==> config.mk <==
export PLATFORM = sky130hd
export DESIGN_NAME = mem_morpher_arbiter
export DESIGN_NICKNAME = d
export VERILOG_FILES = /design/src/rtl/mem_morpher_arbiter.sv
export SDC_FILE = /design/constraint.sdc
export NUM_CORES = 1
export LEC_CHECK = 0
export ABC_AREA = 1
export CAP_MARGIN = 10
export CORE_AREA = 2 2 281 283
export DETAILED_ROUTE_END_ITERATION = 10
export DIE_AREA = 0 0 283 285
export SLEW_MARGIN = 20
export SYNTH_ARGS = -nofsm -noshare
export SYNTH_HDL_FRONTEND = slang
export SYNTH_SLANG_ARGS = --single-unit
export TNS_END_PERCENT = 10
==> constraint.sdc <==
create_clock -name clock -period 2.4 [get_ports clock]
set_clock_uncertainty 0.2 [all_clocks]
set_input_delay 0.36 -clock clock [delete_from_list [all_inputs] [get_ports clock]]
set_output_delay 0.36 -clock clock [all_outputs]
set_load 0.03 [all_outputs]
==> src/rtl/mem_morpher_arbiter.sv <==
// mem_morpher_arbiter: round-robin sharing of the morpher's single line-read port among NREQ requesters,
// one outstanding line at a time, with the returned line held until the winner accepts it.
module mem_morpher_arbiter #(
    parameter int NREQ   = 2,
    parameter int ADDR_W = 64,
    parameter int DATA_W = 256
) (
    input  logic                   clock,
    input  logic                   reset,
    input  logic [NREQ-1:0]        req_valid_i,
    output logic [NREQ-1:0]        req_ready_o,
    input  logic [NREQ*ADDR_W-1:0] req_addr_i,
    output logic [NREQ-1:0]        resp_valid_o,
    input  logic [NREQ-1:0]        resp_ready_i,
    output logic [DATA_W-1:0]      resp_data_o,
    output logic                   mem_valid_o,
    output logic [ADDR_W-1:0]      mem_addr_o,
    input  logic [DATA_W-1:0]      mem_data_i,
    output logic                   busy_o
);
    localparam int IW = $clog2(NREQ);
    typedef enum logic [1:0] {IDLE, ISSUE, RESP} state_t;
    state_t              state_q, state_d;
    logic [IW-1:0]       gnt_q, gnt_d, rr_q, rr_d, win;
    logic [ADDR_W-1:0]   addr_q, addr_d;
    logic [DATA_W-1:0]   data_q, data_d;
    logic                found;
    int                  j;
    // Scan from rr_q upward with wrap; first valid requester wins.
    always_comb begin
        win   = '0;
        found = 1'b0;
        j     = 0;
        for (int k = 0; k < NREQ; k++) begin
            j = int'(rr_q) + k;
            if (j >= NREQ) j = j - NREQ;
            if (!found && req_valid_i[j]) begin
                found = 1'b1;
                win   = IW'(j);
            end
        end
    end
    always_comb begin
        state_d = state_q;
        gnt_d   = gnt_q;
        rr_d    = rr_q;
        addr_d  = addr_q;
        data_d  = data_q;
        case (state_q)
            IDLE: if (found) begin
                state_d = ISSUE;
                gnt_d   = win;
                rr_d    = (win == IW'(NREQ - 1)) ? '0 : win + 1'b1;
                addr_d  = {req_addr_i[int'(win)*ADDR_W + 5 +: ADDR_W - 5], 5'b0};
            end
            ISSUE: begin
                state_d = RESP;
                data_d  = mem_data_i;
            end
            RESP: if (resp_ready_i[gnt_q]) state_d = IDLE;
            default: state_d = IDLE;
        endcase
    end
    always_ff @(posedge clock) begin
        if (!reset) begin
            state_q <= IDLE;
            gnt_q   <= '0;
            rr_q    <= '0;
            addr_q  <= '0;
            data_q  <= '0;
        end else begin
            state_q <= state_d;
            gnt_q   <= gnt_d;
            rr_q    <= rr_d;
            addr_q  <= addr_d;
            data_q  <= data_d;
        end
    end
    assign req_ready_o  = (state_q == IDLE && found) ? NREQ'(1) << win : '0;
    assign resp_valid_o = (state_q == RESP) ? NREQ'(1) << gnt_q : '0;
    assign mem_valid_o  = (state_q == ISSUE);
    assign mem_addr_o   = addr_q;
    assign resp_data_o  = data_q;
    assign busy_o       = (state_q != IDLE);
endmodule

==> results of run 1 <==
-- repair_timing --
item / 4_1_cts / 5_1_grt
gates resized for setup: 8 / 2
pin swaps: 0 / 0
endpoints found under the hold margin: 0 / 0
setup endpoints to repair: 4 / 2
-- flip-flops by register name (all words and copies together), names as in the netlist --
signal	flops
rr_q	1
mem_addr_o	59
gnt_q	1
resp_data_o	256
state_q	2
-- metal layers --
layer	up-vias	global-route usage, %	part of all wire, %
li1	6492	-	-
met1	5809	14.33	41
met2	529	19.90	47
met3	105	3.792	8.2
met4	2	5.213	4.0
met5	-	0	0.025
-- power by group through the flow --
stage	Clock [uW]	Combinational, uW	Sequential [uW]
final	6260	4670	6130
after global routing	6710	5020	6200
after CTS	6510	4720	6130
after detailed placement	0	4700	6240
after global placement	0	4700	6220
after floorplan	0	1360	7300
-- cells by family (layout without fill, tap and decap cells) --
| family | after synthesis | count (layout) |
|---|---|---|
| other | 1 | 6 |
| AO/OA/AOI/OAI | 260 | 260 |
| buffers and inverters | 201 | 882 |
| AND/OR/NAND/NOR | 825 | 825 |
| flip-flops | 319 | 319 |
-- layout by cell type, fill, tap and decap left out --
cell type	instances
nor2_4	2
dlygate4sd2_1	1
o21ai_0	161
o21ai_4	1
buf_4	25
inv_1	65
clkdlybuf4s50_1	692
nand2_8	1
clkbuf_2	2
buf_12	20
clkbuf_16	40
inv_6	1
clkbuf_8	13
a21oi_1	3
dfxtp_2	1
nand4_1	59
o21ai_1	95
dfxtp_1	318
conb_1	5
clkinvlp_4	2
nand2_1	124
clkinv_2	3
clkinv_8	1
inv_16	2
bufinv_16	3
diode_2	1
clkbuf_1	9
nand3_1	120
nor2_1	517
inv_2	2
buf_2	1
nand2_2	2
-- final cells by class --
type / count / share of cell area, %
diodes: 1 / 0.01156
repair buffers: 742 / 34.88
well taps: 1050 / 6.067
clock buffers: 61 / 5.541
multi-input cells: 1090 / 21.99
clock inverters: 11 / 0.7627
flip-flops and latches: 319 / 29.50
inverters: 68 / 1.254
-- path summary, 6_finish.rpt --
path	endpoint	slack, ns
worst max-delay path	resp_data_o[130]	0.15
worst min register to register	rr_q$_SDFFE_PN0P_	0.27
worst max register to register	resp_data_o[226]$_SDFFE_PN0P_	0.62
worst min-delay path	resp_data_o[76]$_SDFFE_PN0P_	0.1
-- metrics by stage --
step | util (%) | area (sq um) | power [uW] | worst slack [ns]
after floorplan | - | 12010 | 8657 | 0.5728
after global placement | 26.02 | 20290 | 10920 | 0.1779
after detailed placement | 26.02 | 20290 | 10940 | 0.1819
after CTS | 27.78 | 21660 | 17360 | 0.005955
after global routing | 27.77 | 21650 | 17930 | 0.05074
final | 27.77 | 21650 | 17060 | 0.1478
==> flow_summary.toml, run 1 <==
[flow_run]
drv_cap = 0

[placement]
hpwlAfterDp_um = 37340
gp_congestion = 0.8404
io_buffers = 700
dp.cells = 3269

[setup_path]
cp_top_family = "buffers and inverters"
crit_fanout = 2
critPathKind = "register to output pin"
cp_slowest_stage_delay_ns = 0.71
path_cells = "clkdlybuf4s50_1"
startpoint = "resp_data_o[130]$_SDFFE_PN0P_"
rr_worst_depth = 5
slowest_stage = "clkdlybuf4s50_1"
cp.depth = 1
crit_arrival_ns = 1.69
cp.required_ns = 1.84
reg2reg_from = "state_q[1]$_SDFFE_PN0P_"
critPathBufInv = 1
end_kind = "output pin"
startpoint_type = "register"

[routing]
routedWlPerCell_um = 15.26
dr.pass1.iters = 5
vias_per_cell = 3.871
finalWirelength_um = 51000
ant_nets = 0
drtIter0Drc = 593
drc = 0
via_count = 12940

[final_layout]
num-fill-cells = 8425
area_delta_synth_final_pct = 80.47
drive_gt1_share_pct = 5.325
instances_no_fill = 3342
fin_nets = 2651
seq_area_sq_um = 6387
multi_input_comb_area_sq_um = 4762

[pwr]
leakagePower_uw = 0.008529
combPwrFrac_pct = 27.4
clockPowerShare_pct = 36.7
p_int_uw = 11670
switchingPower_uw = 5394
max-vdd-ir-drop_mv = 0.4781
cellPowerDensity_nw_per_um2 = 787.8
p_sw_share_pct = 31.62
p_seq_share_pct = 35.9

[sta]
rsz0062_at_grt = "no"
finalHoldWorstSlack_ns = 0.09972
hold_viol = 0
fmax_ghz = 0.4440
period_needed_ns = 2.252
tns_ns = 0
slew_violations = 0
final-setup-viol-count = 0
fin_crit_sh_pct = 93.84

[synthesis]
synth.cell_area_sq_um = 12000
synth-adder-area-share_pct = 0
ys_ff_latch = 319
postSynthAreaPerCell_sq_um = 7.471
synth_edf_count = 0
muxShareOfSynthArea_pct = 0
synth_top_area_cell = "dfxtp_1"
synth_xor_area_share_pct = 0
synthTopCellsByArea = "dfxtp_1 53%, nor2_1 16%, o21ai_0 6.7%"
netlist.area_leader.share_pct = 53.22
yosysUniqueCellTypes = 19
synth_async_sr_flop_share_pct = 0
ys_seq_area_share_pct = 53.22
postSynthCellCount = 1606
ys_top_cells_by_count = "517 x nor2_1, 319 x dfxtp_1, 161 x o21ai_0, 126 x nand2_1, 120 x nand3_1"
yosys_warnings = 0
synth-compound-area-share_pct = 10.88
synth-simple-area-share_pct = 28.35
synth_top_family_by_area = "simple AND/OR/NAND/NOR gates"
ys.flop_type = "dfxtp_1"
yosysMostFrequentCell = "nor2_1"

[global_routing]
grt_pass1_vias = 12340
grt_util_all_layers_pct = 12.04
grt-ovfl-total = 0
grt_first_pass_wirelength_um = 75990
grt_max_degree = 88
antenna_found_initial = 2

[clock_tree]
htree_levels = 2
cts_tree = "done"
cts_made_buffers = 40
cts_buffer_depth = 3
ctsHoldBuffers = 0
cts_sinks = 319
clk_latency_ns = 0.55
postCtsSetupBuffers = 0
clk_pin_slew_ns = 0.06
cts_root_buf = "clkbuf_16"

[die]
die_x_um = 283
die_h_um = 285
die_area_sq_um = 80660
core-area_sq_um = 77970
pin_count = 716
core.rowCount = 103
start_util_pct = 15.39

[hold_path]
hp-class = "primary input to register"
hp-start = "reset"
hold_depth = 4

[status]
status = "complete, no violations"
Note: power is estimated with default switching activity, not from simulation.
==> run 2: changes to the inputs <==
--- a/config.mk
+++ b/config.mk
@@ -10,7 +10,6 @@
 export CORE_AREA = 2 2 281 283
 export DETAILED_ROUTE_END_ITERATION = 10
 export DIE_AREA = 0 0 283 285
-export SLEW_MARGIN = 20
 export SYNTH_ARGS = -nofsm -noshare
 export SYNTH_HDL_FRONTEND = slang
 export SYNTH_SLANG_ARGS = --single-unit
==> results of run 2 <==
Final layout, timing and power as in run 1 (identical DEF).
==> run 3: changes to the inputs <==
--- a/config.mk
+++ b/config.mk
@@ -7,9 +7,10 @@
 export LEC_CHECK = 0
 export ABC_AREA = 1
 export CAP_MARGIN = 10
-export CORE_AREA = 2 2 281 283
+export CORE_AREA = 2 2 278 280
 export DETAILED_ROUTE_END_ITERATION = 10
-export DIE_AREA = 0 0 283 285
+export DIE_AREA = 0 0 280 282
+export HOLD_SLACK_MARGIN = 0.06
 export SYNTH_ARGS = -nofsm -noshare
 export SYNTH_HDL_FRONTEND = slang
 export SYNTH_SLANG_ARGS = --single-unit
==> flow_summary.toml, run 3 (same netlist as run 1, synthesis figures left out) <==
[sta]
slew_violations = 0
period_needed_ns = 2.305
tns_ns = 0
fin_crit_sh_pct = 96.05
setup_ws_ns = 0.09488
tightest_slew_ns = 0.6571
max_slew_margin_pct = 55.73
final-setup-viol-count = 0
finalHoldWorstSlack_ns = 0.07475
rsz0062_at_grt = "yes"
hold_viol = 0
fmax_ghz = 0.4338

[flow_run]
drv_cap = 0

[global_routing]
grt_pass1_vias = 12140
grt-ovfl-total = 0
grt_util_all_layers_pct = 12.39
antenna_found_initial = 7
grt_max_degree = 81
grt_first_pass_wirelength_um = 75380

[setup_path]
cp_slowest_stage_delay_ns = 0.41
cp.required_ns = 1.84
end_kind = "output pin"
crit_fanout = 5
worst_r2r_endpoint = "mem_addr_o[36]$_SDFFE_PN0P_"
reg2reg_from = "state_q[0]$_SDFFE_PN0P_"
rr_worst_depth = 6
r2r_slack_ns = 0.57
crit_arrival_ns = 1.75
critPathKind = "register to output pin"
startpoint_type = "register"
critPathMostFrequentCell = "nor2_1"
slowest_stage = "clkdlybuf4s15_1"
path_cells = "inv_4 -> nor2_1 -> inv_1 -> nor2_1 -> clkdlybuf4s15_1"

[clock_tree]
cts_buffer_depth = 3
clk_pin_slew_ns = 0.05
cts_root_buf = "clkbuf_16"
htree_levels = 2
cts_made_buffers = 40
cts_sinks = 319
clk_latency_ns = 0.54
postCtsSetupBuffers = 0
cts_tree = "done"

[die]
die_area_sq_um = 78960
die_h_um = 282
die_x_um = 280
pin_count = 716
start_util_pct = 15.85
core.rowCount = 101
core-area_sq_um = 75700

[placement]
hpwlAfterDp_um = 38140
gp_congestion = 0.8302
io_buffers = 700
dp_slack_ns = 0.2622

[routing]
routedWlPerCell_um = 16.33
vias_per_cell = 3.961
via_count = 12960
drtIter0Drc = 519
drc = 0
dr.pass1.iters = 5
ant_nets = 0
finalWirelength_um = 53440

[pwr]
max-vdd-ir-drop_mv = 0.5076
cellPowerDensity_nw_per_um2 = 792.5
leakagePower_uw = 0.008515

[hold_path]
hp-start = "req_valid_i[1]"
hp-class = "primary input to register"
holdPathEnd = "gnt_q$_SDFFE_PN0P_"
hold_depth = 3

[final_layout]
layout_common_cells = "692 x clkdlybuf4s50_1, 517 x nor2_1, 317 x dfxtp_1"
area_delta_synth_final_pct = 79.59
utilization_pct = 28.47
layout.cells.most_common = "clkdlybuf4s50_1"
fin_nets = 2653
num-fill-cells = 8192
multi_input_comb_area_sq_um = 4790
seq_area_sq_um = 6391
largest_reg_flops = 256
drive_gt1_share_pct = 5.497

[status]
status = "complete, no violations"
[run 3: worst max-delay path by stage]
stage / from / end / slack (ns) / depth (start not counted)
2_1_floorplan: state_q[0]$_SDFFE_PN0P_ / req_ready_o[0] / 0.57 / 6
3_3_place_gp: req_valid_i[0] / req_ready_o[0] / 0.26 / 6
3_5_place_dp: req_valid_i[0] / req_ready_o[0] / 0.26 / 6
4_1_cts: state_q[0]$_SDFFE_PN0P_ / mem_valid_o / -0.20 / 3
5_1_grt: state_q[1]$_SDFFE_PN0P_ / resp_valid_o[1] / -0.02 / 5
6_report: state_q[1]$_SDFFE_PN0P_ / resp_valid_o[1] / 0.09 / 5
[run 3: cell type report]
class	instances	area share, %
Multi-Input combinational cell	1092	22.23
Clock inverter	13	0.7084
Timing Repair Buffer	742	34.87
Sequential cell	319	29.66
Antenna cell	2	0.02322
Tap cell	978	5.678
Inverter	68	1.318
Clock buffer	58	5.522
[run 3: where the power goes]
part           switching [uW]  internal, uW  leakage, uW
sequential                279          5850      0.00263
combinational            2690          2020      0.00522
clock                    2480          3760     0.000661
[run 3: metrics by stage]
| stage | cells | total power (uW) | area, sq um |
|---|---|---|---|
| final | 3272 | 17080 | 21550 |
| after global routing | 3272 | 17940 | 21550 |
| after CTS | 3268 | 17320 | 21500 |
| after detailed placement | 3196 | 10950 | 20140 |
| after global placement | 3196 | 10920 | 20140 |
| after floorplan | 1610 | 8657 | 12010 |
[run 3: routing by layer]
metal	global-route usage (%)	share of wire, %
met5	0	0.043
met4	5.169	3.6
met3	3.994	8.2
met2	21.02	49
met1	14.32	40
[run 3: repair_timing]
item	CTS	global route
hold buffers	1	0
cloned	0	2
pin swaps	0	2
gates resized for setup	6	10
endpoints found under the hold margin	22	0
setup endpoints to repair	5	4
[run 3: worst max-delay path: cells and delay by family (launching register included)]
kind	cells	cell delay, ns
flip-flops	1	0.37
AND/OR/NAND/NOR	2	0.24
buffers and inverters	3	0.58
